===== src/rtl/lvds_rx_align_ctrl.sv =====
// lvds_rx_align_ctrl
//
// Word-alignment controller for the LVDS receive path (clk_sys domain). While
// train_en is high it compares captured words against TRAIN_PATTERN, requests
// single-cycle bitslips from the deserializer until the pattern is seen
// MATCH_COUNT times in a row, then locks and forwards payload words. A watchdog
// drops lock when the word stream stops; running out of bit positions latches
// align_fail until train_en is dropped.
//
// Ports
//   clk_sys        single clock, rising edge
//   reset          synchronous, active-high
//   train_en       level enable for training and the link
//   rx_data_out    captured parallel word
//   rx_data_valid  rx_data_out valid this cycle
//   bitslip        one-cycle pulse, shifts the word boundary by one bit
//   aligned        high while locked
//   align_fail     high after all bit positions were tried without lock
//   lock_lost      one-cycle pulse on watchdog timeout
//   slip_count     slips issued since training began
//   rx_data_q      registered copy of rx_data_out
//   rx_valid_q     rx_data_q holds a forwarded payload word

module lvds_rx_align_ctrl #(
    parameter int unsigned                PARALLEL_WIDTH = 8,
    parameter int unsigned                SERIAL_RATIO   = 8,
    parameter logic [PARALLEL_WIDTH-1:0]  TRAIN_PATTERN  = 8'h1E,
    parameter int unsigned                MATCH_COUNT    = 4,
    parameter int unsigned                SETTLE_WORDS   = 2,
    parameter int unsigned                TIMEOUT_CYCLES = 64
) (
    input  logic                              clk_sys,
    input  logic                              reset,
    input  logic                              train_en,
    input  logic [PARALLEL_WIDTH-1:0]         rx_data_out,
    input  logic                              rx_data_valid,
    output logic                              bitslip,
    output logic                              aligned,
    output logic                              align_fail,
    output logic                              lock_lost,
    output logic [$clog2(SERIAL_RATIO)-1:0]   slip_count,
    output logic [PARALLEL_WIDTH-1:0]         rx_data_q,
    output logic                              rx_valid_q
);

    localparam int unsigned SlipW   = $clog2(SERIAL_RATIO);
    localparam int unsigned MatchW  = $clog2(MATCH_COUNT + 1);
    localparam int unsigned SettleW = (SETTLE_WORDS > 0) ? $clog2(SETTLE_WORDS + 1) : 1;
    localparam int unsigned WdW     = $clog2(TIMEOUT_CYCLES + 1);

    // "Last" values: the counter value at which the current event completes the count.
    localparam logic [SlipW-1:0]   SlipLast   = SlipW'(SERIAL_RATIO - 1);
    localparam logic [MatchW-1:0]  MatchLast  = MatchW'(MATCH_COUNT - 1);
    localparam logic [SettleW-1:0] SettleLast = SettleW'((SETTLE_WORDS > 0) ? SETTLE_WORDS - 1 : 0);
    localparam logic [WdW-1:0]     WdLast     = WdW'(TIMEOUT_CYCLES - 1);

    typedef enum logic [2:0] {
        StIdle,
        StCheck,
        StSlip,
        StSettle,
        StLocked,
        StFail
    } state_e;

    state_e                      state_q;
    logic [SlipW-1:0]            slip_cnt_q;
    logic [MatchW-1:0]           match_cnt_q;
    logic [SettleW-1:0]          settle_cnt_q;
    logic [WdW-1:0]              wd_cnt_q;
    logic                        bitslip_q;
    logic                        aligned_q;
    logic                        align_fail_q;
    logic                        lock_lost_q;
    logic [PARALLEL_WIDTH-1:0]   data_q;
    logic                        valid_q;

    always_ff @(posedge clk_sys) begin
        if (reset) begin
            state_q      <= StIdle;
            slip_cnt_q   <= '0;
            match_cnt_q  <= '0;
            settle_cnt_q <= '0;
            wd_cnt_q     <= '0;
            bitslip_q    <= 1'b0;
            aligned_q    <= 1'b0;
            align_fail_q <= 1'b0;
            lock_lost_q  <= 1'b0;
            data_q       <= '0;
            valid_q      <= 1'b0;
        end else begin
            // The data register samples every cycle; only rx_valid_q qualifies it.
            data_q      <= rx_data_out;
            bitslip_q   <= 1'b0;
            lock_lost_q <= 1'b0;
            valid_q     <= 1'b0;

            if (!train_en) begin
                // Drops any pending slip as well: StSlip is simply abandoned.
                state_q      <= StIdle;
                slip_cnt_q   <= '0;
                match_cnt_q  <= '0;
                settle_cnt_q <= '0;
                wd_cnt_q     <= '0;
                aligned_q    <= 1'b0;
                align_fail_q <= 1'b0;
            end else begin
                unique case (state_q)
                    StIdle: begin
                        slip_cnt_q   <= '0;
                        match_cnt_q  <= '0;
                        settle_cnt_q <= '0;
                        wd_cnt_q     <= '0;
                        state_q      <= StCheck;
                    end

                    StCheck: begin
                        if (rx_data_valid) begin
                            if (rx_data_out == TRAIN_PATTERN) begin
                                match_cnt_q <= match_cnt_q + 1'b1;
                                if (match_cnt_q == MatchLast) begin
                                    // The completing word is not forwarded.
                                    state_q   <= StLocked;
                                    aligned_q <= 1'b1;
                                    wd_cnt_q  <= '0;
                                end
                            end else begin
                                match_cnt_q <= '0;
                                if (slip_cnt_q == SlipLast) begin
                                    // Every boundary tried; no further slip is issued.
                                    state_q      <= StFail;
                                    align_fail_q <= 1'b1;
                                end else begin
                                    state_q <= StSlip;
                                end
                            end
                        end
                    end

                    StSlip: begin
                        bitslip_q    <= 1'b1;
                        slip_cnt_q   <= slip_cnt_q + 1'b1;
                        settle_cnt_q <= '0;
                        match_cnt_q  <= '0;
                        state_q      <= (SETTLE_WORDS == 0) ? StCheck : StSettle;
                    end

                    StSettle: begin
                        // Words straddling the boundary change are discarded.
                        if (rx_data_valid) begin
                            settle_cnt_q <= settle_cnt_q + 1'b1;
                            if (settle_cnt_q == SettleLast) begin
                                state_q     <= StCheck;
                                match_cnt_q <= '0;
                            end
                        end
                    end

                    StLocked: begin
                        if (rx_data_valid) begin
                            wd_cnt_q <= '0;
                            valid_q  <= 1'b1;
                        end else if (wd_cnt_q == WdLast) begin
                            lock_lost_q <= 1'b1;
                            aligned_q   <= 1'b0;
                            slip_cnt_q  <= '0;
                            match_cnt_q <= '0;
                            wd_cnt_q    <= '0;
                            state_q     <= StCheck;
                        end else begin
                            wd_cnt_q <= wd_cnt_q + 1'b1;
                        end
                    end

                    StFail: begin
                        // Sticky until train_en drops or reset.
                        align_fail_q <= 1'b1;
                    end

                    default: begin
                        state_q <= StIdle;
                    end
                endcase
            end
        end
    end

    assign bitslip    = bitslip_q;
    assign aligned    = aligned_q;
    assign align_fail = align_fail_q;
    assign lock_lost  = lock_lost_q;
    assign slip_count = slip_cnt_q;
    assign rx_data_q  = data_q;
    assign rx_valid_q = valid_q;

endmodule


===== config.mk =====
export PLATFORM = sky130hd
export DESIGN_NAME = lvds_rx_align_ctrl
export DESIGN_NICKNAME = d
export VERILOG_FILES = /design/src/rtl/lvds_rx_align_ctrl.sv
export SDC_FILE = /design/constraint.sdc
export NUM_CORES = 1
export LEC_CHECK = 0
export ABC_CLOCK_PERIOD_IN_PS = 4750
export CAP_MARGIN = 40
export CORE_AREA = 5 5 58 60
export CTS_CLUSTER_DIAMETER = 40
export DETAILED_ROUTE_END_ITERATION = 8
export DIE_AREA = 0 0 63 65
export PLACE_DENSITY = 0.81
export SYNTH_ARGS = -nofsm -noshare
export SYNTH_HDL_FRONTEND = slang
export SYNTH_SLANG_ARGS = --single-unit

===== constraint.sdc =====
create_clock -name clk_sys -period 4.75 [get_ports clk_sys]
set_clock_uncertainty 0.05 [all_clocks]
set_input_delay 1.1875 -clock clk_sys [delete_from_list [all_inputs] [get_ports clk_sys]]
set_output_delay 1.1875 -clock clk_sys [all_outputs]
set_load 0.03 [all_outputs]

==> results of run 1 <==
==> worst reg2reg max path: stages (launching register included) <==
cell,delay [ns]
dfxtp_1,0.38
ha_1,0.22
nand3_1,0.18
o311ai_2,0.44
nor3_1,0.10
a211o_1,0.27
==> cell usage after synthesis (all sizes together), types with 2 or more instances <==
master | count | area share, %
nand2 | 15 | 3.9
a41oi | 2 | 1.2
inv | 4 | 1.0
o311ai | 2 | 1.7
nor4b | 3 | 2.7
mux2i | 3 | 2.1
buf | 5 | 2.1
nor3 | 5 | 1.7
nor2 | 10 | 2.6
nand2b | 5 | 2.1
and2 | 2 | 1.0
a21oi | 14 | 4.8
dfxtp | 31 | 43
o21ai | 10 | 3.4
nand4b | 4 | 2.4
a21o | 2 | 1.0
clkbuf | 3 | 0.77
a22o | 2 | 1.2
ha | 6 | 5.2
nand3 | 4 | 1.4
or4 | 2 | 1.0
nor2b | 11 | 4.7
==> stage by stage <==
step	utilization, %	setup slack [ns]	cells	hold WS (ns)
finish	62.00	2.089	222	0.4280
global route	62.00	1.978	222	0.4558
CTS	62.00	2.101	222	0.4317
detailed placement	60.26	1.756	214	0.4185
global placement	60.26	1.810	214	0.3980
floorplan	-	2.404	161	0.3881
==> state kept, by name, summed over array words and instances (netlist names) <==
signal        flops
aligned           1
align_fail        1
match_cnt_q       3
rx_data_q         8
lock_lost         1
settle_cnt_q      2
rx_valid_q        1
wd_cnt_q          7
state_q           3
bitslip           1
slip_count        3
==> placed cells by master, fill, tap and decap left out, drive strengths merged, types with 5 or more instances in the layout <==
cell,Yosys,final
dfxtp,31,31
clkdlybuf4s50,0,27
nand2,15,15
a21oi,14,14
nor2b,11,11
nor2,10,10
o21ai,10,10
clkbuf,3,7
ha,6,6
nand2b,5,5
nor3,5,5
==> area by class of cell <==
class                      instances  area (sq um)
multi-input combinational        118         779.5
sequential                        31         620.6
tap                               33         41.29
inverter                           4         15.01
clock inverter                     1         5.005
clock buffer                       7         45.04
timing repair buffer              28         277.8
fill                             247          1094
==> final timing paths <==
check | from | endpoint | slack [ns] | cells past startpoint
setup / recovery | rx_data_out[5] | wd_cnt_q[3]$_SDFFE_PP0P_ | 2.09 | 5
hold / removal | match_cnt_q[2]$_SDFFE_PP0P_ | match_cnt_q[2]$_SDFFE_PP0P_ | 0.43 | 2
setup reg to reg | wd_cnt_q[0]$_SDFFE_PP0P_ | wd_cnt_q[3]$_SDFFE_PP0P_ | 3.01 | 5
hold reg to reg | match_cnt_q[2]$_SDFFE_PP0P_ | match_cnt_q[2]$_SDFFE_PP0P_ | 0.43 | 2
==> power by group through the flow <==
stage | Clock, mW | Combinational, mW | Sequential (mW)
global placement | 0 | 0.0447 | 0.274
global route | 0.160 | 0.0489 | 0.269
finish | 0.142 | 0.0455 | 0.268
CTS | 0.149 | 0.0457 | 0.268
floorplan | 0 | 0.0189 | 0.279
detailed placement | 0 | 0.0454 | 0.274
==> cells by family after synthesis <==
group / count (synthesis) / synth area share, %
and+or+nand+nor: 68 / 27.47
AOI/OAI and AO/OA: 39 / 17.43
xor gates and xnor gates: 1 / 0.6010
adders and majority gates: 6 / 5.150
buffers and inverters: 12 / 3.949
DFF: 31 / 42.58
muxes: 4 / 2.833
==> routing by layer <==
layer	part of all wire [%]	track usage [%]	up-vias
met5	0	0	-
met4	1.5	5.836	0
met3	6.0	7.106	6
met2	51	30.26	31
met1	42	17.31	611
li1	-	-	638
==> results.json, run 1 <==
{
  "status": "finished, final reports clean",
  "cts_buffer_depth": 2,
  "crit_path_max_incr_delay_ns": 0.43,
  "finalSetupTns_ns": 0,
  "cts_tree": "built",
  "synth.distinct_cells": 44,
  "cp_num_buf_inv": 1,
  "fp-row-count": 20,
  "insertion_delay_ns": 0.33,
  "drt_wl_total_um": 3153,
  "power.density_nw_per_um2": 255.6,
  "drive_above_1_share_pct": 7.937,
  "p_leak_nw": 0.6401,
  "syn_area_sq_um": 1458,
  "ys_ff_latch": 31,
  "dp_hpwl_um": 2358,
  "post_cts_buffers": 0,
  "die_x_um": 63,
  "clockRootBuffer": "clkbuf_4",
  "synth_ff_type": "dfxtp_1",
  "antenna_found_initial": 0,
  "io_buffers": 27,
  "finalPower_mw": 0.4560,
  "yosys_warnings": 0,
  "max-slew-margin-rel_pct": 59.10,
  "wl_per_cell_um": 14.20,
  "hp-class": "register to register",
  "initial_utilization_pct": 50.65,
  "grt_pass1_vias": 1297,
  "cts_repair_resize_count": 0,
  "clock_sinks": 31,
  "antenna_cells": 0,
  "syn_area_per_cell_sq_um": 9.054,
  "critPathArrivalTime_ns": 2.84,
  "drv_cap": 0,
  "finalCritPeriodShare_pct": 56.03,
  "p_int_mw": 0.3437,
  "design_area_sq_um": 1784,
  "cp_slowest_cell": "clkdlybuf4s50_1",
  "p_sw_share_pct": 24.64,
  "drc": 0,
  "dieArea_sq_um": 4095,
  "htreeDepth": 2,
  "worstSetupEndpointType": "register",
  "report.final.slew_viol_count": 0,
  "crit_type": "primary input to register",
  "core_sq_um": 2878,
  "required_ns": 4.93,
  "pwr-share-clk_pct": 31.2,
  "synth-async-reset-ratio_pct": 0,
  "nNetsFinal": 206,
  "synth_edf_count": 0,
  "path_clk_slew_ns": 0.09,
  "worst_slew_pin_slew_ns": 0.6126,
  "hold_violations": 0,
  "grt_max_degree": 19,
  "gr-total-overflow": 0,
  "gp_congestion": 0.8713,
  "ir_drop_v": 0.0002198,
  "ant_nets": 0,
  "sequentialPowerShare_pct": 58.8,
  "hold_buffers": 0,
  "post_dp_cell_area_sq_um": 1734,
  "grt_pass1_wl_um": 5554,
  "rsz0062_at_grt": "no",
  "cp_top_family": "simple AND/OR/NAND/NOR gates",
  "syn-num-nets": 179,
  "ys_seq_area_share_pct": 42.58,
  "setup_violations": 0,
  "vias": 1286,
  "power.switching_mw": 0.1124,
  "die_h_um": 65,
  "ios": 28,
  "crit_chain": "clkdlybuf4s50_1 -> nor4b_2 -> and2_4 -> a41oi_1 -> a211o_1",
  "grt.total_usage_pct": 16.81,
  "start_kind": "primary input",
  "finalCriticalPeriod_ns": 2.661,
  "crit_path_max_fanout": 11,
  "pwr-share-comb_pct": 10.0,
  "cts_buffers": 5,
  "fmax_mhz": 375.7,
  "synth_cells": 161,
  "drt_iter0_drc": 28,
  "viasPerCell": 5.793,
  "syn_to_final_growth_pct": 22.40,
  "drt_pre_antenna_iters": 4
}
Note: power is estimated with default switching activity, not from simulation.
==> run 2: changes to the inputs <==
==> config.mk (replaced) <==
export PLATFORM = sky130hd
export DESIGN_NAME = lvds_rx_align_ctrl
export DESIGN_NICKNAME = d
export VERILOG_FILES = /design/src/rtl/lvds_rx_align_ctrl.sv
export SDC_FILE = /design/constraint.sdc
export NUM_CORES = 1
export LEC_CHECK = 0
export ABC_CLOCK_PERIOD_IN_PS = 2600
export CAP_MARGIN = 40
export CORE_AREA = 5 5 60 62
export CTS_CLUSTER_DIAMETER = 40
export DETAILED_ROUTE_END_ITERATION = 8
export DIE_AREA = 0 0 65 67
export PLACE_DENSITY = 0.76
export SYNTH_ARGS = -nofsm -noshare
export SYNTH_HDL_FRONTEND = slang
export SYNTH_SLANG_ARGS = --single-unit
==> constraint.sdc (replaced) <==
create_clock -name clk_sys -period 2.6 [get_ports clk_sys]
set_clock_uncertainty 0.05 [all_clocks]
set_input_delay 0.65 -clock clk_sys [delete_from_list [all_inputs] [get_ports clk_sys]]
set_output_delay 0.65 -clock clk_sys [all_outputs]
set_load 0.03 [all_outputs]
==> run 2 against run 1 <==
Effect of this change: die area increased by 6.3%; utilization decreased by 1.4 points; power increased by 87%; critical endpoint unchanged; largest power group unchanged; first-iteration DRC count is 29% higher; worst setup slack lost 1.6 ns; sequential power is 83% higher.
==> results.json, run 2 (synthesis gave the netlist of run 1 again) <==
{
  "status": "finished, final reports clean",
  "path_clk_slew_ns": 0.09,
  "power.density_nw_per_um2": 472.3,
  "cts_buffer_depth": 2,
  "drt_pre_antenna_iters": 4,
  "cp_slowest_cell": "clkdlybuf4s50_1",
  "finalCritPeriodShare_pct": 81.47,
  "grt_max_degree": 19,
  "grt.total_usage_pct": 16.63,
  "worst_slew_pin_slew_ns": 0.6097,
  "final_common_cell": "dfxtp_1",
  "pre_cts_slack_ns": 0.1418,
  "drv_cap": 0,
  "die_h_um": 67,
  "fp-row-count": 20,
  "crit_path_max_fanout": 11,
  "ios": 28,
  "syn_to_final_growth_pct": 23.86,
  "finalPower_mw": 0.8528,
  "antenna_found_initial": 0,
  "hold_violations": 0,
  "ir_drop_v": 0.0002776,
  "gr-total-overflow": 0,
  "required_ns": 2.77,
  "report.final.slew_viol_count": 0,
  "setup_violations": 0,
  "insertion_delay_ns": 0.32,
  "die_x_um": 65,
  "max-slew-margin-rel_pct": 59.30,
  "worstSetupEndpointType": "register",
  "htreeDepth": 2,
  "cts_repair_resize_count": 0,
  "clock_sinks": 31,
  "crit_chain": "clkdlybuf4s50_1 -> nor4b_2 -> and2_4 -> a41oi_1 -> a211o_1",
  "ant_nets": 0,
  "finalSetupTns_ns": 0,
  "gp_congestion": 0.8554,
  "fmax_mhz": 472.1,
  "crit_path_max_incr_delay_ns": 0.44,
  "wl_per_cell_um": 14.54,
  "p_leak_nw": 0.6542,
  "start_kind": "primary input",
  "rsz0062_at_grt": "no",
  "setup_ws_ns": 0.4819,
  "cts_tree": "built",
  "dieArea_sq_um": 4355,
  "initial_utilization_pct": 48.95,
  "drive_above_1_share_pct": 9.474,
  "grt_pass1_wl_um": 5423,
  "core_sq_um": 2978,
  "drt_wl_total_um": 3242,
  "viasPerCell": 5.789,
  "clockRootBuffer": "clkbuf_4",
  "cts_buffers": 5,
  "hp-class": "register to register",
  "drc": 0,
  "dp_hpwl_um": 2423,
  "crit_type": "primary input to register",
  "io_buffers": 27,
  "grt_pass1_vias": 1275,
  "antenna_cells": 0,
  "fill_cells": 258,
  "hold_buffers": 0,
  "critPathArrivalTime_ns": 2.29,
  "largest_reg_flops": 8,
  "vias": 1291,
  "post_cts_buffers": 0,
  "mostFrequentLayoutCells": "dfxtp_1 (31), clkdlybuf4s50_1 (27), nand2_1 (15)",
  "nNetsFinal": 208,
  "drt_iter0_drc": 36,
  "finalCriticalPeriod_ns": 2.118
}
## run 2: changes by cell type in the layout (fill, tap and decap cells not counted)
cell and change:
clkbuf_1 -2, clkbuf_8 +1, buf_4 +2
## run 2: layout make-up
cell class | instances | area [sq um] | share of cell area, %
clock buffer | 6 | 51.30 | 2.841
inverter | 4 | 15.01 | 0.8316
tap | 33 | 41.29 | 2.287
sequential | 31 | 620.6 | 34.37
timing repair buffer | 30 | 292.8 | 16.22
multi-input combinational | 118 | 779.5 | 43.17
clock inverter | 1 | 5.005 | 0.2772
## run 2: metal layers
metal / GRT usage [%] / part of all wire [%] / vias up
met5: 0 / 0 / -
met4: 8.443 / 2.4 / 0
met3: 5.734 / 5.6 / 9
met2: 30.78 / 50 / 30
met1: 16.29 / 42 / 606
li1: - / - / 646
## run 2: final timing paths
check / depth (start not counted) / from / to / slack, ns
setup / recovery: 5 / rx_data_out[5] / wd_cnt_q[3]$_SDFFE_PP0P_ / 0.48
hold / removal: 2 / match_cnt_q[2]$_SDFFE_PP0P_ / match_cnt_q[2]$_SDFFE_PP0P_ / 0.42
setup reg to reg: 5 / wd_cnt_q[0]$_SDFFE_PP0P_ / wd_cnt_q[3]$_SDFFE_PP0P_ / 0.81
hold reg to reg: 2 / match_cnt_q[2]$_SDFFE_PP0P_ / match_cnt_q[2]$_SDFFE_PP0P_ / 0.42
## run 2: report_power, final
part           leakage, nW  internal [mW]  switching [mW]  total [mW]
clock network       0.0341          0.125           0.151       0.276
logic                0.368         0.0423          0.0444      0.0867
registers            0.252          0.482         0.00739       0.490
## run 2: critical path: cells and delay by family
kind | cells | cell delay [ns]
AO/OA/AOI/OAI | 2 | 0.59
AND/OR/NAND/NOR | 2 | 0.60
buffers and inverters | 1 | 0.44
## run 2: stage by stage
step	util, %	instance area (sq um)	std cells	hold slack, ns
global placement	58.74	1749	216	0.3974
global route	60.63	1805	223	0.4565
floorplan	-	1458	161	0.3881
detailed placement	58.74	1749	216	0.4171
CTS	60.63	1805	223	0.4289
finish	60.63	1805	223	0.4231
